<file path="config.mk">
export PLATFORM = sky130hd
export DESIGN_NAME = multi_interrupt_controller_flat
export DESIGN_NICKNAME = d
export VERILOG_FILES = /design/src/rtl/multi_interrupt_controller_if.sv /design/src/rtl/multi_interrupt_controller.sv /design/src/flat_wrapper.sv
export SDC_FILE = /design/constraint.sdc
export NUM_CORES = 1
export LEC_CHECK = 0
export CAP_MARGIN = 5
export CORE_UTILIZATION = 40
export CTS_CLUSTER_SIZE = 30
export DETAILED_ROUTE_END_ITERATION = 8
export GPL_ROUTABILITY_DRIVEN = 1
export PLACE_DENSITY_LB_ADDON = 0.05
export SLEW_MARGIN = 30
export SYNTH_ARGS = -nofsm -noshare
export SYNTH_HDL_FRONTEND = slang
export SYNTH_SLANG_ARGS = --single-unit
</file>
<file path="constraint.sdc">
create_clock -name clk -period 2.7 [get_ports clk]
set_input_delay 0.54 -clock clk [delete_from_list [all_inputs] [get_ports clk]]
set_output_delay 0.54 -clock clk [all_outputs]
set_load 0.01 [all_outputs]
</file>
<file path="src/rtl/multi_interrupt_controller_if.sv">
// rtl/multi_interrupt_controller_if.sv - CPU-side handshake bundle for the interrupt controller
interface multi_interrupt_controller_if #(
  parameter int NUM_IRQ = 8,
  parameter int VEC_W   = 8
);
  logic               mask_we;
  logic [NUM_IRQ-1:0] mask_wdata;
  logic               int_ack;
  logic               eoi;
  logic               int_req;
  logic               nmi_req;
  logic [VEC_W-1:0]   vector;
  logic               vector_valid;

  // CPU side: writes the mask, acknowledges and ends interrupts
  modport master (
    output mask_we, mask_wdata, int_ack, eoi,
    input  int_req, nmi_req, vector, vector_valid
  );

  // Controller side
  modport slave (
    input  mask_we, mask_wdata, int_ack, eoi,
    output int_req, nmi_req, vector, vector_valid
  );
endinterface

</file>
<file path="src/rtl/multi_interrupt_controller.sv">
// rtl/multi_interrupt_controller.sv - prioritised maskable + NMI interrupt controller with vectoring
module multi_interrupt_controller #(
  parameter int NUM_IRQ   = 8,
  parameter int VEC_W     = 8,
  parameter int VEC_BASE  = 'h20,
  parameter int NMI_VEC   = 'h02,
  parameter int EDGE_MODE = 1
) (
  input  logic                         clk,
  input  logic                         rst_n,
  input  logic [NUM_IRQ-1:0]           irq,
  input  logic                         nmi,
  multi_interrupt_controller_if.slave  cpu,
  output logic [NUM_IRQ:0]             pending,
  output logic [NUM_IRQ:0]             in_service
);

  localparam int IW = (NUM_IRQ > 1) ? $clog2(NUM_IRQ) : 1;

  typedef enum logic [1:0] {
    S_IDLE,
    S_REQ,
    S_VEC,
    S_SERV
  } state_t;

  state_t             state, state_nxt;
  logic [NUM_IRQ-1:0] irq_d;
  logic               nmi_d;
  logic [NUM_IRQ-1:0] mask;
  logic [NUM_IRQ:0]   pend;
  logic [NUM_IRQ:0]   svc;
  logic               win_nmi;
  logic [IW-1:0]      win_idx;

  logic [NUM_IRQ-1:0] irq_rise;
  logic               nmi_rise;
  logic [NUM_IRQ-1:0] elig;
  logic               nmi_pend;
  logic               any_elig;
  logic [IW-1:0]      cand_idx;
  logic               latch_win;
  logic [NUM_IRQ:0]   win_bit;
  logic [NUM_IRQ:0]   pend_clr;
  logic [VEC_W-1:0]   irq_vec;

  // A line sampled low last cycle and high now is a new request; after
  // reset irq_d is zero, so a line held high through release counts once.
  assign irq_rise = irq & ~irq_d;
  assign nmi_rise = nmi & ~nmi_d;

  // NMI is never masked and always wins over the maskable lines.
  assign elig     = pend[NUM_IRQ-1:0] & ~mask;
  assign nmi_pend = pend[NUM_IRQ];
  assign any_elig = nmi_pend | (|elig);

  assign irq_vec  = VEC_W'(VEC_BASE) + VEC_W'(win_idx);

  assign pending    = pend;
  assign in_service = svc;

  // Lowest eligible index wins among maskable lines
  always_comb begin
    cand_idx = '0;
    for (int i = NUM_IRQ - 1; i >= 0; i--) begin
      if (elig[i]) cand_idx = IW'(i);
    end
  end

  // One-hot of the latched winner, used to retire pending and track service
  always_comb begin
    win_bit = '0;
    if (win_nmi) win_bit[NUM_IRQ] = 1'b1;
    else         win_bit[win_idx] = 1'b1;
    pend_clr = (state == S_VEC) ? win_bit : '0;
  end

  // Next state and Moore outputs; requests follow the live winner while in REQ
  always_comb begin
    state_nxt        = state;
    latch_win        = 1'b0;
    cpu.int_req      = 1'b0;
    cpu.nmi_req      = 1'b0;
    cpu.vector_valid = 1'b0;
    cpu.vector       = '0;
    case (state)
      S_IDLE: begin
        if (any_elig) state_nxt = S_REQ;
      end
      S_REQ: begin
        cpu.nmi_req = nmi_pend;
        cpu.int_req = ~nmi_pend & (|elig);
        if (!any_elig) begin
          state_nxt = S_IDLE;
        end else if (cpu.int_ack) begin
          latch_win = 1'b1;
          state_nxt = S_VEC;
        end
      end
      S_VEC: begin
        cpu.vector_valid = 1'b1;
        cpu.vector       = win_nmi ? VEC_W'(NMI_VEC) : irq_vec;
        state_nxt        = S_SERV;
      end
      S_SERV: begin
        if (cpu.eoi) state_nxt = S_IDLE;
      end
      default: state_nxt = S_IDLE;
    endcase
  end

  // State register
  always_ff @(posedge clk or negedge rst_n) begin
    if (!rst_n) state <= S_IDLE;
    else        state <= state_nxt;
  end

  // Input history for edge detection
  always_ff @(posedge clk or negedge rst_n) begin
    if (!rst_n) begin
      irq_d <= '0;
      nmi_d <= 1'b0;
    end else begin
      irq_d <= irq;
      nmi_d <= nmi;
    end
  end

  // Mask register; a write takes effect from the following cycle
  always_ff @(posedge clk or negedge rst_n) begin
    if (!rst_n)           mask <= '1;
    else if (cpu.mask_we) mask <= cpu.mask_wdata;
  end

  // Winner captured on acknowledge so the vector and service bit stay stable
  always_ff @(posedge clk or negedge rst_n) begin
    if (!rst_n) begin
      win_nmi <= 1'b0;
      win_idx <= '0;
    end else if (latch_win) begin
      win_nmi <= nmi_pend;
      win_idx <= cand_idx;
    end
  end

  // Pending: a new edge beats a same-cycle retire so no request is lost
  always_ff @(posedge clk or negedge rst_n) begin
    if (!rst_n) begin
      pend <= '0;
    end else begin
      if (EDGE_MODE != 0) pend[NUM_IRQ-1:0] <= (pend[NUM_IRQ-1:0] & ~pend_clr[NUM_IRQ-1:0]) | irq_rise;
      else                pend[NUM_IRQ-1:0] <= irq;
      pend[NUM_IRQ] <= (pend[NUM_IRQ] & ~pend_clr[NUM_IRQ]) | nmi_rise;
    end
  end

  // In-service: set when the vector goes out, cleared by end-of-interrupt
  always_ff @(posedge clk or negedge rst_n) begin
    if (!rst_n)                          svc <= '0;
    else if (state == S_VEC)             svc <= svc | win_bit;
    else if (state == S_SERV && cpu.eoi) svc <= svc & ~win_bit;
  end

endmodule

</file>
<file path="src/flat_wrapper.sv">
// flat-port wrapper written by rule: the top's interface ports become plain ports
module multi_interrupt_controller_flat 
#(
  parameter int NUM_IRQ   = 8,
  parameter int VEC_W     = 8,
  parameter int VEC_BASE  = 'h20,
  parameter int NMI_VEC   = 'h02,
  parameter int EDGE_MODE = 1
)
  (clk, rst_n, irq, nmi, pending, in_service, cpu_mask_we, cpu_mask_wdata, cpu_int_ack, cpu_eoi, cpu_int_req, cpu_nmi_req, cpu_vector, cpu_vector_valid);
  multi_interrupt_controller_if #(.NUM_IRQ(NUM_IRQ), .VEC_W(VEC_W)) cpu_i ();
  input  logic clk;
  input  logic rst_n;
  input  logic [NUM_IRQ-1:0] irq;
  input  logic nmi;
  output logic [NUM_IRQ:0] pending;
  output logic [NUM_IRQ:0] in_service;
  input wire logic [$bits(cpu_i.mask_we)-1:0] cpu_mask_we;
  input wire logic [$bits(cpu_i.mask_wdata)-1:0] cpu_mask_wdata;
  input wire logic [$bits(cpu_i.int_ack)-1:0] cpu_int_ack;
  input wire logic [$bits(cpu_i.eoi)-1:0] cpu_eoi;
  output wire logic [$bits(cpu_i.int_req)-1:0] cpu_int_req;
  output wire logic [$bits(cpu_i.nmi_req)-1:0] cpu_nmi_req;
  output wire logic [$bits(cpu_i.vector)-1:0] cpu_vector;
  output wire logic [$bits(cpu_i.vector_valid)-1:0] cpu_vector_valid;
  assign cpu_i.mask_we = cpu_mask_we;
  assign cpu_i.mask_wdata = cpu_mask_wdata;
  assign cpu_i.int_ack = cpu_int_ack;
  assign cpu_i.eoi = cpu_eoi;
  assign cpu_int_req = cpu_i.int_req;
  assign cpu_nmi_req = cpu_i.nmi_req;
  assign cpu_vector = cpu_i.vector;
  assign cpu_vector_valid = cpu_i.vector_valid;
  multi_interrupt_controller #(.NUM_IRQ(NUM_IRQ), .VEC_W(VEC_W), .VEC_BASE(VEC_BASE), .NMI_VEC(NMI_VEC), .EDGE_MODE(EDGE_MODE)) u_core (.clk(clk), .rst_n(rst_n), .irq(irq), .nmi(nmi), .cpu(cpu_i), .pending(pending), .in_service(in_service));
endmodule
</file>
# After elaboration in Yosys (flattened, before gate mapping)
# Cells that the tools add are included.
dict set report word_totals {
  output_inout_bits 29
  reg_bits 41
  wordCells 69
  inputBits 22
}
dict set report op_classes {
  n_eq_ne 6
  bitwise_logic 18
  n_reduce_logical 6
  n_addsub 1
  n_lt_le_gt_ge 2
  muxes 28
}
# cell count
set op_table {}
lappend op_table {{2-to-1 mux 9 bit} 3}
lappend op_table {{AND 8 bit} 3}
lappend op_table {{2-to-1 mux 3 bit} 8}
lappend op_table {{2-to-1 mux 8 bit} 3}
lappend op_table {{NOT 8 bit} 3}
lappend op_table {{AND 9 bit} 1}
lappend op_table {{NOT 9 bit} 1}
lappend op_table {{bitwise OR 9 bit} 1}
lappend op_table {{2-to-1 mux 1 bit} 8}
lappend op_table {{2-to-1 mux 2 bit} 4}
lappend op_table {{bitwise OR 8 bit} 1}
lappend op_table {{one-hot mux 2 bit (4 select lines)} 1}
lappend op_table {{OR reduction 8 bit} 1}
lappend op_table {{adder 6 x 3 -> 7 bit (first input constant)} 1}
lappend op_table {{less-than comparator 3 x 5 -> 1 bit (second input constant)} 1}
lappend op_table {{equality test 2 bit (second input constant)} 2}
lappend op_table {{AND 1 bit} 3}
lappend op_table {{demux 1 bit (select 3 bit)} 1}
lappend op_table {{>= comparator 3 x 1 -> 1 bit (second input constant)} 1}
lappend op_table {{inequality test 3 bit (second input constant)} 1}
lappend op_table {{NOT 1 bit} 3}
lappend op_table {{AND reduction 3 bit} 1}
lappend op_table {{equality test 2 x 1 -> 1 bit (second input constant)} 1}
lappend op_table {{logical AND 1 bit} 2}
lappend op_table {{5 further kinds} 6}

# Logic depth before layout (Yosys ltp)
# Gate-level depths: netlist of run 1.
dict set report depth {
  depth_word 10
  ltp_mapped 6
  ltp_nobuf 5
}

# Least setup slack after synthesis of run 1
# Ideal clock, no wire load.
dict set report synth_timing {
  path_kind {register to output}
  startpoint {register u_core.pend[1], in the netlist u_core.pending[1]}
  endpoint {output cpu_int_req}
  path_buffers 0
  setup_slack_ps 946
  arrival_ps 1214
  t_required_ps 2160
  stages_incl_launch_ff 5
  path_cell_list {dfrtp_1 -> or2b_2 -> nand4_2 -> nor2_1 -> nor3b_1}
}
dict set report synth_via {
  elab_chain_cells 4
}
# element line_no
set synth_lines {}
lappend synth_lines {{start: declaration} multi_interrupt_controller.sv:31} ;# logic [NUM_IRQ:0] pend;
lappend synth_lines {{start signal: indexed assignment} multi_interrupt_controller.sv:151} ;# if (EDGE_MODE != 0) pend[NUM_IRQ-1:0] <= (pend[NUM_IRQ-1:0] & ~pend_clr[NUM_IRQ-1:0]) | irq_rise;
lappend synth_lines {{start signal: indexed assignment} multi_interrupt_controller.sv:152} ;# else pend[NUM_IRQ-1:0] <= irq;
lappend synth_lines {{start signal: indexed assignment} multi_interrupt_controller.sv:153} ;# pend[NUM_IRQ] <= (pend[NUM_IRQ] & ~pend_clr[NUM_IRQ]) | nmi_rise;
lappend synth_lines {{AND 8 bit} multi_interrupt_controller.sv:53} ;# assign elig = pend[NUM_IRQ-1:0] & ~mask;
lappend synth_lines {{OR reduction 8 bit} multi_interrupt_controller.sv:92} ;# cpu.int_req = ~nmi_pend & (|elig);
lappend synth_lines {{AND 1 bit} multi_interrupt_controller.sv:92}
lappend synth_lines {{2-to-1 mux 1 bit} multi_interrupt_controller.sv:86} ;# case (state)
lappend synth_lines {{end: declaration} flat_wrapper.sv:22} ;# output wire logic [$bits(cpu_i.int_req)-1:0] cpu_int_req;
# No other way between the ends.

# Final worst setup path of run 1
# Same ends and word-level chain as after synthesis.

==> results of run 1 <==
worst max-delay path: stages, from the launching register on:
cell             delay, ns
dfrtp_1               0.35
or2b_2                0.34
nand4_2               0.15
nor2_1                0.06
nor3b_1               0.19
clkdlybuf4s50_1       0.57
report_power, final:
group / switching [mW] / internal [mW]
Sequential: 0.137 / 0.764
Clock: 0.201 / 0.208
Combinational: 0.286 / 0.375
Total: 0.624 / 1.35
placed cells by master, fill, tap and decap left out, types with 2 or more instances in the layout:
master / netlist / layout
and2_1: 2 / 2
and2b_1: 2 / 2
clkbuf_1: 3 / 2
clkbuf_8: 0 / 6
clkdlybuf4s50_1: 0 / 45
conb_1: 1 / 4
dfrtp_1: 33 / 33
dfstp_2: 8 / 8
inv_1: 10 / 10
mux2_2: 10 / 10
nand2_1: 37 / 37
nand2b_1: 5 / 5
nand2b_2: 2 / 2
nand3_1: 5 / 5
nor2_1: 3 / 3
nor2b_1: 4 / 4
o21ai_0: 18 / 18
o31ai_1: 3 / 3
or2b_2: 3 / 3
layer usage:
metal	GRT usage (%)	up-vias	share of wire, %
met4	9.18	0	1.8
met1	21.0	605	46
li1	-	637	-
met3	5.10	6	4.6
met2	27.6	34	47
met5	0	-	0
worst min path at each step:
stage,end,slack (ns),depth (start not counted)
finish,u_core.pending[2],0.21,1
global route,u_core.irq_d[2],0.24,1
CTS,u_core.pending[2],0.40,1
detailed placement,u_core.pending[6],0.41,1
global placement,u_core.pending[4],0.40,1
floorplan,async pin,0.24,0
cell type report:
class                   count  area share (%)
clock buffers               8            3.82
inverters                  10            1.59
multi-input cells         110            28.6
flip-flops and latches     41            43.9
well taps                  50            2.65
repair buffers             46            19.4
synth_stat cells, types with 2 or more instances:
master	n
dfstp_2	8
nand2_1	37
nand2b_2	2
and2b_1	2
clkbuf_1	3
nand3_1	5
inv_1	10
mux2_2	10
or2b_2	3
dfrtp_1	33
o21ai_0	18
nand2b_1	5
nor2b_1	4
buf_4	4
and2_1	2
o31ai_1	3
nor2_1	3
cell families after synthesis:
kind of cell	after synthesis	share of synthesized area, %
AO/OA/AOI/OAI	26	9.54
multiplexers	10	6.31
other	1	0.210
flip-flops	41	58.1
buffers and inverters	18	4.70
AND/OR/NAND/NOR	70	21.2
metrics by stage:
step	total power, mW	hold WS [ns]	utilization [%]
6_report	1.97	0.214	56.9
3_3_place_gp	1.57	0.404	54.7
4_1_cts	2.00	0.396	56.9
2_1_floorplan	1.24	0.244	-
5_1_grt	2.12	0.242	56.9
3_5_place_dp	1.59	0.413	54.7
==> impl_metrics.ini, run 1 <==
[sta]
tns_ns = 0
setup_viol = 0
finalWorstSetupSlack_ns = 0.214
drv_slew = 0
max_slew_margin_pct = 66.6
max_freq_mhz = 402
hold_violations = 0
period_share_pct = 92.1
skew_ns = 0.00634
worst_pin_slew_ns = 0.502
rsz0062_at_grt = no
fin_crit_ns = 2.49

[floorplanning]
start_util_pct = 43.1
die_w_um = 68.8
ios = 51
dieArea_mm2 = 0.00473
dieHeight_um = 68.8
core-area_mm2 = 0.00414
rows = 23

[global_routing]
grt_pass1_wl_um = 5660
grt_max_degree = 42
grt_antenna_before_repair = 0
track_usage_pct = 17.3
grt_pass1_vias = 1197
overflow = 0

[cts]
cts-hold-fix-buffers = 0
cts_setup_buffers = 0
htree_levels = 2
root_buffer = clkbuf_8
cts_buffers = 5
cts.reportedPaths.clkPinSlew_ns = 0.08
cts_sinks = 41
clk_latency_ns = 0.29
clockBufferDepth = 2
cts_resized = 0
cts_tree = done

[worst_setup_path]
crit_path_end_kind = output pin
startpoint = u_core.pending[1]
path_max_fanout = 4
r2r_end = u_core.win_idx[2]
crit_end = cpu_int_req
path_class = reg -> out
critical_path.startpoint_type = register
r2r_slack_ns = 0.98
worstPathArrival_ns = 1.95
crit_required_ns = 2.16
worstReg2RegStart = u_core.mask[2]
reg2regPathDepth = 4

[route]
wl_per_cell_um = 13.2
route.detailed.drc = 0
vias = 1282
dr.pass1.iters = 4
drt_iter0_markers = 49
via_per_inst = 4.84
wirelength_um = 3490
ant_nets = 0

[placed_design]
dp_hpwl_um = 2680
place_ws_ns = 0.498
finalWeightedCongestion = 0.743
place_area_mm2 = 0.00227
dp_cells = 257
port_buffers = 46

[cells_and_area]
multi_input_area_um2 = 676
synthToLayoutAreaGrowth_pct = 32.3
nets = 236
final_area_mm2 = 0.00236
instances_no_fill = 265
n_fill_cell = 367
antenna_cells = 0
seq_area_mm2 = 0.00104
drive_gt1_share_pct = 16.3

[synthesis]
synth-main-ff-cell = dfrtp_1
synthCells = 166
mappedNetlistArea_mm2 = 0.00178
async_reset_ff_share_pct = 100
synth_seq_cells = 41
synthTopCellsByArea = dfrtp_1 (46%), dfstp_2 (12%), nand2_1 (7.8%)
syn_avg_cell_area_um2 = 10.7
yosys_warnings = 0
synth_edf_count = 0
yosysSeqAreaShare_pct = 58.1
synth_top_area_share_pct = 46.3
synth_top_cell_by_area = dfrtp_1
synth_cell_types = 31

[power]
irDropWorstVdd_mv = 0.340
leakagePower_nw = 1.02
p_per_area_mw_per_mm2 = 835

[worst_hold_path]
min-delay-path-class = in -> async

[flow_run]
cap_violations = 0

[run_status]
outcome = finished, final reports clean
No activity file was read; power rests on OpenSTA's default activity.
==> inputs of run 2 (changes only) <==
--- a/config.mk
+++ b/config.mk
@@ -10,7 +10,9 @@
 export CTS_CLUSTER_SIZE = 30
 export DETAILED_ROUTE_END_ITERATION = 8
 export GPL_ROUTABILITY_DRIVEN = 1
+export GPL_TIMING_DRIVEN = 0
 export PLACE_DENSITY_LB_ADDON = 0.05
+export SETUP_SLACK_MARGIN = 0.02
 export SLEW_MARGIN = 30
 export SYNTH_ARGS = -nofsm -noshare
 export SYNTH_HDL_FRONTEND = slang
==> run 2 against run 1 <==
  * First-iteration DRC count rose by 73%
  * Worst setup slack got worse by 0.0042 ns
  * Global-route usage is 0.78 points lower
  * Highest routed layer unchanged
  * Critical path type unchanged
==> impl_metrics.ini, run 2 (same netlist as run 1, synthesis figures left out) <==
[run_status]
outcome = finished, final reports clean

[floorplanning]
die_w_um = 68.8
core-area_mm2 = 0.00414
rows = 23
dieHeight_um = 68.8
ios = 51
start_util_pct = 43.1
dieArea_mm2 = 0.00473

[worst_hold_path]
min-delay-path-class = in -> async

[cts]
cts_buffers = 5
clockBufferDepth = 2
htree_levels = 2
cts_resized = 0
cts-hold-fix-buffers = 0
cts_setup_buffers = 0
cts_tree = done
cts.reportedPaths.clkPinSlew_ns = 0.08
root_buffer = clkbuf_8
clk_latency_ns = 0.29
cts_sinks = 41

[cells_and_area]
synthToLayoutAreaGrowth_pct = 35.9
drive_gt1_share_pct = 19.3
final_common_cell = clkdlybuf4s50_1
n_fill_cell = 397
layout_common_cells = clkdlybuf4s50_1 (44), nand2_1 (37), dfrtp_1 (33)
final_util_pct = 58.5
antenna_cells = 0
nets = 244

[route]
wirelength_um = 3270
dr.pass1.iters = 4
wl_per_cell_um = 12.0
route.detailed.drc = 0
wl_met2_um = 1530
top_layer_used = met4
dr_wl_met3_um = 160
vias = 1313
wl_met1_um = 1540
ant_nets = 0
via_per_inst = 4.81
drt_iter0_markers = 85

[sta]
drv_slew = 0
setup_viol = 0
fin_crit_ns = 2.49
finalWorstSetupSlack_ns = 0.210
tns_ns = 0
holdWs_ns = 0.122
skew_ns = 0.0102
hold_violations = 0
rsz0062_at_grt = no
period_share_pct = 92.2
max_freq_mhz = 402

[power]
power_mw = 2.00
leakagePower_nw = 1.07
irDropWorstVdd_mv = 0.403
p_per_area_mw_per_mm2 = 826

[worst_setup_path]
path_cells = or2b_2 -> nand4_2 -> nor2_1 -> nor3b_1 -> clkdlybuf4s50_1
worstPathArrival_ns = 1.95
path_class = reg -> out
path_max_fanout = 4
crit_required_ns = 2.16
crit_path_end_kind = output pin
cpPeakStageDelay_ns = 0.56
critical_path.top_delay_family = simple AND/OR/NAND/NOR gates
slowest_stage = clkdlybuf4s50_1
critical_path.startpoint_type = register
crit_buf_inv = 1

[placed_design]
place_ws_ns = 0.494
dp_hpwl_um = 2620
finalWeightedCongestion = 0.752
port_buffers = 45

[flow_run]
cap_violations = 0

[global_routing]
grt_antenna_before_repair = 0
grt_pass1_wl_um = 5490
track_usage_pct = 16.5
grt_max_degree = 30
overflow = 0
grt_pass1_vias = 1200
-- run 2: where the power goes --
group | internal, mW | switching [mW] | total, mW
logic | 0.385 | 0.304 | 0.690
clock network | 0.231 | 0.201 | 0.431
registers | 0.764 | 0.118 | 0.882
-- run 2: final timing paths --
check,endpoint,slack (ns),cells past startpoint,start
setup / recovery,cpu_int_req,0.21,5,u_core.pending[1]
hold / removal,u_core.pending[2],0.12,1,rst_n
setup reg to reg,u_core.win_idx[0],0.97,4,u_core.mask[2]
hold reg to reg,u_core.pending[4],0.41,1,u_core.irq_d[4]
max in group asynchronous,u_core.mask[5],2.05,2,rst_n
min in group clk,u_core.pending[4],0.41,1,u_core.irq_d[4]
-- run 2: stage by stage --
stage,std cells,area (um^2)
after floorplan,169,1800
after global placement,264,2310
after detailed placement,265,2320
after CTS,273,2420
after global routing,273,2420
final,273,2420
-- run 2: layer usage --
metal  track usage [%]  up-vias
met5                 0        -
met4              5.36        0
met3              5.43        5
met2              26.7       35
met1              20.8      612
li1                  -      661
-- run 2: cell type report --
type                    count  area, um^2  share of cell area, %
repair buffers             46         465                   19.2
flip-flops and latches     41        1040                   42.7
plain buffers               8        46.3                   1.91
clock buffers               7        96.3                   3.97
multi-input cells         110         676                   27.9
inverters                  10        37.5                   1.55
well taps                  50        62.6                   2.58
clock inverters             1        5.00                  0.206
==> inputs of run 3 (changes only) <==
--- a/config.mk
+++ b/config.mk
@@ -5,7 +5,6 @@
 export SDC_FILE = /design/constraint.sdc
 export NUM_CORES = 1
 export LEC_CHECK = 0
-export CAP_MARGIN = 5
 export CORE_UTILIZATION = 40
 export CTS_CLUSTER_SIZE = 30
 export DETAILED_ROUTE_END_ITERATION = 8
==> results of run 3 <==
No change in the layout: final DEF, timing and power equal those of run 2.
